<file path="src/rtl/num_ascii_streamer.sv">
// Binary-to-ASCII line printer: decimal (unsigned/signed) or uppercase hex with
// leading-zero suppression and a trailing newline, streamed over valid/ready.
module num_ascii_streamer #(
    parameter int WIDTH     = 32,
    parameter int DIGITS    = 10,
    parameter bit SIGNED_EN = 1'b1
) (
    input  logic             clk,
    input  logic             rst,
    input  logic [WIDTH-1:0] value,
    input  logic             is_signed,
    input  logic             hex_mode,
    input  logic             start,
    output logic             busy,
    output logic [7:0]       tx_data,
    output logic             tx_valid,
    input  logic             tx_ready,
    output logic             done
);

    localparam int BCD_W      = DIGITS * 4;
    localparam int HEX_DIGITS = (WIDTH + 3) / 4;
    localparam int IDX_W      = (DIGITS > 1) ? $clog2(DIGITS) : 1;
    localparam int CNT_W      = $clog2(WIDTH + 1);

    localparam logic [WIDTH-1:0] MAG_ONE  = WIDTH'(1);
    localparam logic [IDX_W-1:0] IDX_ONE  = IDX_W'(1);
    localparam logic [CNT_W-1:0] CNT_ONE  = CNT_W'(1);
    localparam logic [CNT_W-1:0] CNT_LAST = CNT_W'(WIDTH - 1);

    typedef enum logic [2:0] {
        S_IDLE,
        S_PREP,
        S_CONVERT,
        S_SCAN,
        S_SIGN,
        S_EMIT,
        S_TERM,
        S_FIN
    } state_t;

    state_t             state_q;
    logic               busy_q;
    logic               tx_valid_q;
    logic [7:0]         tx_data_q;
    logic               done_q;

    logic [WIDTH-1:0]   val_q;
    logic               signed_q;
    logic               hex_q;
    logic               neg_q;
    logic [WIDTH-1:0]   mag_q;
    logic [BCD_W-1:0]   bcd_q;
    logic [CNT_W-1:0]   cnt_q;
    logic [IDX_W-1:0]   idx_q;

    logic               neg_d;
    logic [WIDTH-1:0]   mag_d;
    logic [BCD_W-1:0]   dabble_d;
    logic [IDX_W-1:0]   msd_d;
    logic [IDX_W-1:0]   idx_nxt_d;
    logic [7:0]         msd_chr_d;
    logic [7:0]         cur_chr_d;
    logic [7:0]         nxt_chr_d;

    // One double-dabble step: add 3 to every digit >= 5, then shift in bit_in.
    function automatic logic [BCD_W-1:0] dabble(input logic [BCD_W-1:0] b,
                                                input logic bit_in);
        logic [BCD_W-1:0] a;
        a = b;
        for (int i = 0; i < DIGITS; i++) begin
            if (a[4*i +: 4] >= 4'd5) a[4*i +: 4] = a[4*i +: 4] + 4'd3;
        end
        return {a[BCD_W-2:0], bit_in};
    endfunction

    // Index of the most-significant nonzero digit; 0 when every digit is zero.
    function automatic logic [IDX_W-1:0] msd_idx(input logic [BCD_W-1:0] b,
                                                 input logic hex);
        logic [IDX_W-1:0] r;
        r = '0;
        for (int i = 0; i < DIGITS; i++) begin
            if ((!hex || i < HEX_DIGITS) && b[4*i +: 4] != 4'd0) r = i[IDX_W-1:0];
        end
        return r;
    endfunction

    function automatic logic [3:0] digit_at(input logic [BCD_W-1:0] b,
                                            input logic [IDX_W-1:0] i);
        return b[4*int'(i) +: 4];
    endfunction

    function automatic logic [7:0] to_ascii(input logic [3:0] d);
        return (d < 4'd10) ? (8'h30 + {4'h0, d}) : (8'h37 + {4'h0, d});
    endfunction

    always_comb begin
        neg_d     = signed_q & ~hex_q & val_q[WIDTH-1];
        mag_d     = neg_d ? (~val_q + MAG_ONE) : val_q;
        dabble_d  = dabble(bcd_q, mag_q[WIDTH-1]);
        msd_d     = msd_idx(bcd_q, hex_q);
        idx_nxt_d = idx_q - IDX_ONE;
        msd_chr_d = to_ascii(digit_at(bcd_q, msd_d));
        cur_chr_d = to_ascii(digit_at(bcd_q, idx_q));
        nxt_chr_d = to_ascii(digit_at(bcd_q, idx_nxt_d));
    end

    always_ff @(posedge clk) begin
        if (rst) begin
            state_q    <= S_IDLE;
            busy_q     <= 1'b0;
            tx_valid_q <= 1'b0;
            tx_data_q  <= 8'h00;
            done_q     <= 1'b0;
        end else begin
            done_q <= 1'b0;
            case (state_q)
                S_IDLE: begin
                    if (start) begin
                        busy_q  <= 1'b1;
                        state_q <= S_PREP;
                    end
                end
                S_PREP:    state_q <= hex_q ? S_SCAN : S_CONVERT;
                S_CONVERT: if (cnt_q == CNT_LAST) state_q <= S_SCAN;
                S_SCAN: begin
                    tx_valid_q <= 1'b1;
                    if (neg_q) begin
                        tx_data_q <= 8'h2D;
                        state_q   <= S_SIGN;
                    end else begin
                        tx_data_q <= msd_chr_d;
                        state_q   <= S_EMIT;
                    end
                end
                S_SIGN: begin
                    if (tx_ready) begin
                        tx_data_q <= cur_chr_d;
                        state_q   <= S_EMIT;
                    end
                end
                S_EMIT: begin
                    if (tx_ready) begin
                        if (idx_q == '0) begin
                            tx_data_q <= 8'h0A;
                            state_q   <= S_TERM;
                        end else begin
                            tx_data_q <= nxt_chr_d;
                        end
                    end
                end
                S_TERM: begin
                    if (tx_ready) begin
                        tx_valid_q <= 1'b0;
                        done_q     <= 1'b1;
                        state_q    <= S_FIN;
                    end
                end
                S_FIN: begin
                    busy_q  <= 1'b0;
                    state_q <= S_IDLE;
                end
                default: state_q <= S_IDLE;
            endcase
        end
    end

    // Datapath registers carry no reset; the FSM reinitialises them on every line.
    always_ff @(posedge clk) begin
        case (state_q)
            S_IDLE: begin
                if (start) begin
                    val_q    <= value;
                    signed_q <= is_signed && SIGNED_EN;
                    hex_q    <= hex_mode;
                end
            end
            S_PREP: begin
                neg_q <= neg_d;
                mag_q <= mag_d;
                cnt_q <= '0;
                bcd_q <= hex_q ? BCD_W'(mag_d) : '0;
            end
            S_CONVERT: begin
                bcd_q <= dabble_d;
                mag_q <= {mag_q[WIDTH-2:0], 1'b0};
                cnt_q <= cnt_q + CNT_ONE;
            end
            S_SCAN: idx_q <= msd_d;
            S_EMIT: if (tx_ready && idx_q != '0) idx_q <= idx_nxt_d;
            default: ;
        endcase
    end

    assign busy     = busy_q;
    assign tx_data  = tx_data_q;
    assign tx_valid = tx_valid_q;
    assign done     = done_q;

endmodule

</file>
<file path="config.mk">
export PLATFORM = sky130hd
export DESIGN_NAME = num_ascii_streamer
export DESIGN_NICKNAME = d
export VERILOG_FILES = /design/src/rtl/num_ascii_streamer.sv
export SDC_FILE = /design/constraint.sdc
export NUM_CORES = 1
export LEC_CHECK = 0
export BUFFER_PORTS_ARGS = -buffer_cell sky130_fd_sc_hd__buf_4
export CORE_MARGIN = 5
export CORE_UTILIZATION = 45
export CTS_CLUSTER_DIAMETER = 50
export DETAILED_ROUTE_END_ITERATION = 8
export SETUP_SLACK_MARGIN = 0.02
export SYNTH_ARGS = -nofsm -noshare
export SYNTH_HDL_FRONTEND = slang
export SYNTH_SLANG_ARGS = --single-unit
</file>
<file path="constraint.sdc">
create_clock -name clk -period 12.9 [get_ports clk]
set_clock_uncertainty 0.05 [all_clocks]
set_input_delay 1.935 -clock clk [delete_from_list [all_inputs] [get_ports clk]]
set_output_delay 1.935 -clock clk [all_outputs]
set_load 0.005 [all_outputs]
</file>
-- Word level (Yosys, flattened, before mapping)
Cells that the tools add are included.
- multiplexer cells: 48
- order comparisons: 13
- reduce and logical (&&, ||, !) cells: 28
- shifts and indexed selects: 3
- bitwise gates (word level): 5
- equal/unequal tests: 15
- $add $sub $neg: 19
- operators by type and width (cell ; count):
    indexed part select 40 x 7 -> 4 bit ; 3
    one-hot mux 40 bit (2 select lines) ; 1
    two-way mux 4 bit ; 17
    two-way mux 32 bit ; 2
    one-hot mux 32 bit (2 select lines) ; 1
    adder 6 x 4 -> 7 bit, first input constant ; 6
    greater-or-equal comparator 4 x 3 -> 1 bit, second input constant ; 10
    nonzero test 4 bit ; 10
    adder 4 x 2 -> 4 bit, second input constant ; 9
    two-way mux 7 bit ; 5
    adder 32 x 1 -> 32 bit, second input constant ; 1
    NOT 32 bit ; 1
    one-hot mux 3 bit (8 select lines) ; 1
    one-hot mux 8 bit (3 select lines) ; 1
    two-way mux 3 bit ; 7
    two-way mux 8 bit ; 2
    inequality test 2 bit, second input constant ; 7
    == test 3 bit, second input constant ; 4
    less-than comparator 4 bit, second input constant ; 3
    one-hot mux 6 bit (2 select lines) ; 1
    one-hot mux 4 bit (2 select lines) ; 1
    AND reduction 2 bit ; 4
    nonzero test 2 bit ; 4
    adder 6 x 1 -> 6 bit, second input constant ; 1
    other kinds (18) ; 29
- register bits: 131
- output and inout port bits: 11
- input bits: 38

-- Depth between registers and ports, before layout
- word-level depth: 15
- gate-level depth with buffers: 17

-- Worst setup path before layout
Ideal clock, no wire load.
- kind: input port to flip-flop
- start point: in start
- end point: reg hex_q, enable pin
- buffers on the path: 0
- setup time: 522 ps
- arrival: 5445 ps
- required time: 12328 ps
- path slack: 6883 ps
- stages: 1
- path through: nor4b_1
- word-level cells in the longest chain between the ends: 1
- ends and longest elaborated chain (item ; line ; source):
    start: declaration ; 13 ; input logic start,
    AND reduction 2 bit (no line) ; - ;
    end signal: assignment ; 175 ; hex_q <= hex_mode;
    end: declaration ; 50 ; logic hex_q;
Every way passes these cells.
A chain may end at the register's enable or synchronous reset.

-- Worst setup path after layout
- start point: reg idx_q[1]
- end point: reg tx_data_q[2], in the netlist tx_data[2]
- word-level cells in the longest chain between the ends: 7
- elaborated cells on any way between the ends: 16
- ends and longest elaborated chain (item ; line ; source):
    start: declaration ; 55 ; logic [IDX_W-1:0] idx_q;
    start signal: assignment ; 189 ; S_SCAN: idx_q <= msd_d;
    start signal: assignment ; 190 ; S_EMIT: if (tx_ready && idx_q != '0) idx_q <= idx_nxt_d;
    subtractor 4 x 1 -> 4 bit ; 102 ; idx_nxt_d = idx_q - IDX_ONE;
    indexed part select 40 x 7 -> 4 bit ; 90 ; return b[4*int'(i) +: 4];
    adder 6 x 4 -> 7 bit or less-than comparator 4 bit (tied branches) ; 94 ; return (d < 4'd10) ? (8'h30 + {4'h0, d}) : (8'h37 + {4'h0, d});
    two-way mux 7 bit ; 94 ;
    two-way mux 7 bit ; 144 ; if (idx_q == '0) begin
    two-way mux 8 bit ; 143 ; if (tx_ready) begin
    one-hot mux 8 bit (3 select lines) (*) ; 117 ; case (state_q)
    end signal: assignment ; 132 ; tx_data_q <= msd_chr_d;
    end signal: assignment ; 138 ; tx_data_q <= cur_chr_d;
    end signal: assignment ; 148 ; tx_data_q <= nxt_chr_d;
    end: declaration ; 45 ; logic [7:0] tx_data_q;
Mark *: on every way between the ends. The rest lies on a longest branch, timed or not. The select of a mux whose other input is x is not followed.

==> results.sh <==
export IMPL_synth_xor_area_share=0.0601
export IMPL_holdCritPathClass="reg -> reg"
export IMPL_ant_nets=0
export IMPL_synth_seq_area_share=0.455
export IMPL_cp_cell_sequence="inv_1, ha_1, mux4_2, mux2_2, mux2i_1, a21o_1, nor2_1, xor2_1, o221ai_1, o311ai_1, a21oi_1"
export IMPL_fin_crit_sh=0.297
export IMPL_synthMuxAreaShare=0.0730
export IMPL_viasPerCell=5.73
export IMPL_synth_top_cell_area_share=0.423
export IMPL_first_iter_violations=372
export IMPL_dr_pass1_iters=5
export IMPL_synth_edf_count=117
export IMPL_crit_family="multiplexers"
export IMPL_grt_pass1_vias=6290
export IMPL_worst_pin_slew_ps=1070
export IMPL_clock_sinks=130
export IMPL_rows=49
export IMPL_avgSynthCellArea_um2=10.1
export IMPL_start_util=0.459
export IMPL_clk_latency_ps=420
export IMPL_power_per_cell_area_mw_per_mm2=181
export IMPL_die_w_um=146
export IMPL_num_fill_cells=1615
export IMPL_ys_ff_latch=130
export IMPL_synthFlopType="edfxtp_1"
export IMPL_reg2reg_depth=11
export IMPL_vias=6269
export IMPL_dp_cells=1063
export IMPL_hold_buffers=0
export IMPL_finalNonFillerCells=1095
export IMPL_path_class="reg -> reg"
export IMPL_synth_cell_types=70
export IMPL_synth_nets=893
export IMPL_drv_cap=0
export IMPL_place_gp_congestion=0.918
export IMPL_peakVddDrop_mv=0.101
export IMPL_cts_root_buf="clkbuf_16"
export IMPL_drc=0
export IMPL_post_synth_and_or_nand_nor_area_fraction=0.158
export IMPL_r2r_start="idx_q[1]"
export IMPL_post_route_min_period_ps=3840
export IMPL_drive_gt1_frac=0.154
export IMPL_yosys_warnings=0
export IMPL_max_stage_delay_ps=740
export IMPL_r2r_slack_ps=9060
export IMPL_postPlaceCellArea_mm2=0.00882
export IMPL_ctsResizeCount=0
export IMPL_wire_per_inst_um=18.4
export IMPL_path_depth=11
export IMPL_cts_made_buffers=17
export IMPL_run_status="completed"
export IMPL_crit_path_end_kind="flop"
export IMPL_htree_levels=4
export IMPL_setup_worst_path_start="idx_q[1]"
export IMPL_clock_path_buffers=2
export IMPL_area_delta_synth_final_pct=12.8
export IMPL_post_cts_buffers=0
export IMPL_ios=49
export IMPL_synthAdderAreaFrac=0.0452
export IMPL_clk_pin_slew_worst_paths_ps=60
export IMPL_slowest_stage="edfxtp_1"
export IMPL_hold_viol=0
export IMPL_coreArea_mm2=0.0181
export IMPL_syn_area_mm2=0.00830
export IMPL_setup_viol=0
export IMPL_stdcell_area_mm2=0.00936
export IMPL_numPortBuffers=47
export IMPL_synth_top_cell_by_area="edfxtp_1"
export IMPL_grtUsageTotal=0.194
export IMPL_grt_antenna_before_repair=0
export IMPL_slew_violations=0
export IMPL_wirelength_um=20200
export IMPL_antennaDiodeCount=0
export IMPL_finalSetupTns_ps=0
export IMPL_synthCells=825
export IMPL_synth_compound_area_share=0.166
export IMPL_grt_max_degree=81
export IMPL_die_area_mm2=0.0213
export IMPL_r2r_end="tx_data[2]"
export IMPL_critical_path_buf_inv_count=1
export IMPL_p_leak_uw=0.00337
export IMPL_startpoint_type="flop"
export IMPL_relSlewSlack=0.290
export IMPL_async_flop_share=0
export IMPL_cts_tree="done"
export IMPL_grt_setup_unrepaired="false"
export IMPL_synth_top_family_by_area="compound AO/OA/AOI/OAI gates"
export IMPL_die_h_um=146
export IMPL_dp_hpwl_um=14600
export IMPL_nets=921
export IMPL_crit_path_end="tx_data[2]"
export IMPL_cp_max_fo=11
export IMPL_grt_pass1_wl_um=33400
export IMPL_critical_path_required_ps=13210
export IMPL_final_util=0.518
export IMPL_arrival_ps=4140
export IMPL_ys_top_cells_by_area="edfxtp_1 (42%), o21ai_0 (5.1%), ha_1 (4.5%)"
export IMPL_grt_overflow=0
export IMPL_max_freq_mhz=261
export IMPL_finalHoldWorstSlack_ps=460
==> through the flow <==
step | total power [µW] | worst slack (ps)
6_report | 1700 | 9060
4_1_cts | 1720 | 9030
2_1_floorplan | 1100 | 6880
3_5_place_dp | 1260 | 9060
5_1_grt | 1810 | 8730
3_3_place_gp | 1240 | 9070
==> cell usage after synthesis (all sizes together), types with 12 or more instances <==
library cell	instances
a21oi	57
buf	19
clkbuf	27
dfxtp	13
edfxtp	117
ha	30
inv	38
mux2i	20
mux4	16
nand2	78
nand3	42
nor2	59
nor3	18
nor3b	18
o21ai	92
o31ai	12
xnor2	26
xor2	31
==> sequential cells by signal (all words and copies together) (netlist names) <==
signal / count
idx_q: 4
bcd_q: 40
cnt_q: 6
hex_q: 1
busy: 1
neg_q: 1
mag_q: 32
done: 1
state_q: 3
val_q: 32
tx_data: 7
tx_valid: 1
signed_q: 1
==> cells in the final DEF, fill, tap and decap left out, types with 3 or more instances in the layout <==
cell       instances
or4_1              5
inv_1             38
mux2_2             4
mux4_2            16
nor3b_1           15
mux2i_1           20
o21ai_1            4
ha_1              30
o21ai_0           85
clkinv_2           4
clkinv_4           3
nor2b_1            6
dfxtp_1           13
o221ai_1           4
clkbuf_16         17
or3b_4             3
a31oi_1            6
nor3_1            16
and3_1             4
a21o_1             5
nand3_1           42
o31ai_1           12
o211ai_1           5
xnor2_1           26
nor3b_2            3
xor2_1            31
nor4_1             3
nor2_1            57
a211oi_1           9
or3_1              3
o22ai_1            6
a21oi_1           56
nand2_1           77
edfxtp_1         117
buf_4             55
and2_1             4
o41ai_1            4
nand2b_1          10
==> worst reg2reg max path, stage by stage (launching register included) <==
cell and delay, ps:
edfxtp_1 740, inv_1 160, ha_1 690, mux4_2 570, mux2_2 290, mux2i_1 370
a21o_1 250, nor2_1 70, xor2_1 140, o221ai_1 190, o311ai_1 140, a21oi_1 130
==> power by group <==
group	internal (µW)	switching, µW
Combinational	215	313
Clock	265	189
Sequential	605	112
==> how the worst min path moves through the flow <==
stage          slack, ps       from  cells past startpoint       end
3_5_place_dp         450   tx_valid                      2  tx_valid
3_3_place_gp         440   tx_valid                      2  tx_valid
4_1_cts              460   tx_valid                      2  tx_valid
2_1_floorplan        430  mag_q[31]                      2  bcd_q[0]
5_1_grt              480   tx_valid                      2  tx_valid
6_report             460   tx_valid                      2  tx_valid
==> per-layer routing <==
metal	track usage	vias to the layer above	part of all wire
li1	-	3101	-
met1	0.263	3012	0.46
met2	0.310	129	0.47
met3	0.0452	27	0.045
met4	0.0608	0	0.019
met5	0	-	0
==> kinds of logic (layout without fill, tap and decap cells) <==
logic type,count (synthesis),after routing
mux,40,40
simple gates,262,262
other cells,1,1
fa+ha+maj,30,30
buf+inv,84,125
compound gates,221,221
xor+xnor,57,57
flops,130,130
==> area by class of cell <==
| cell class | count | area, µm² | share of cell area |
|---|---|---|---|
| timing repair buffer | 55 | 413 | 0.0441 |
| multi-input combinational | 611 | 4200 | 0.449 |
| clock buffer | 19 | 433 | 0.0462 |
| inverter | 38 | 143 | 0.0152 |
| tap | 229 | 287 | 0.0306 |
| sequential | 130 | 3770 | 0.403 |
| clock inverter | 13 | 113 | 0.0120 |
Power figures use the tool's default switching activity.
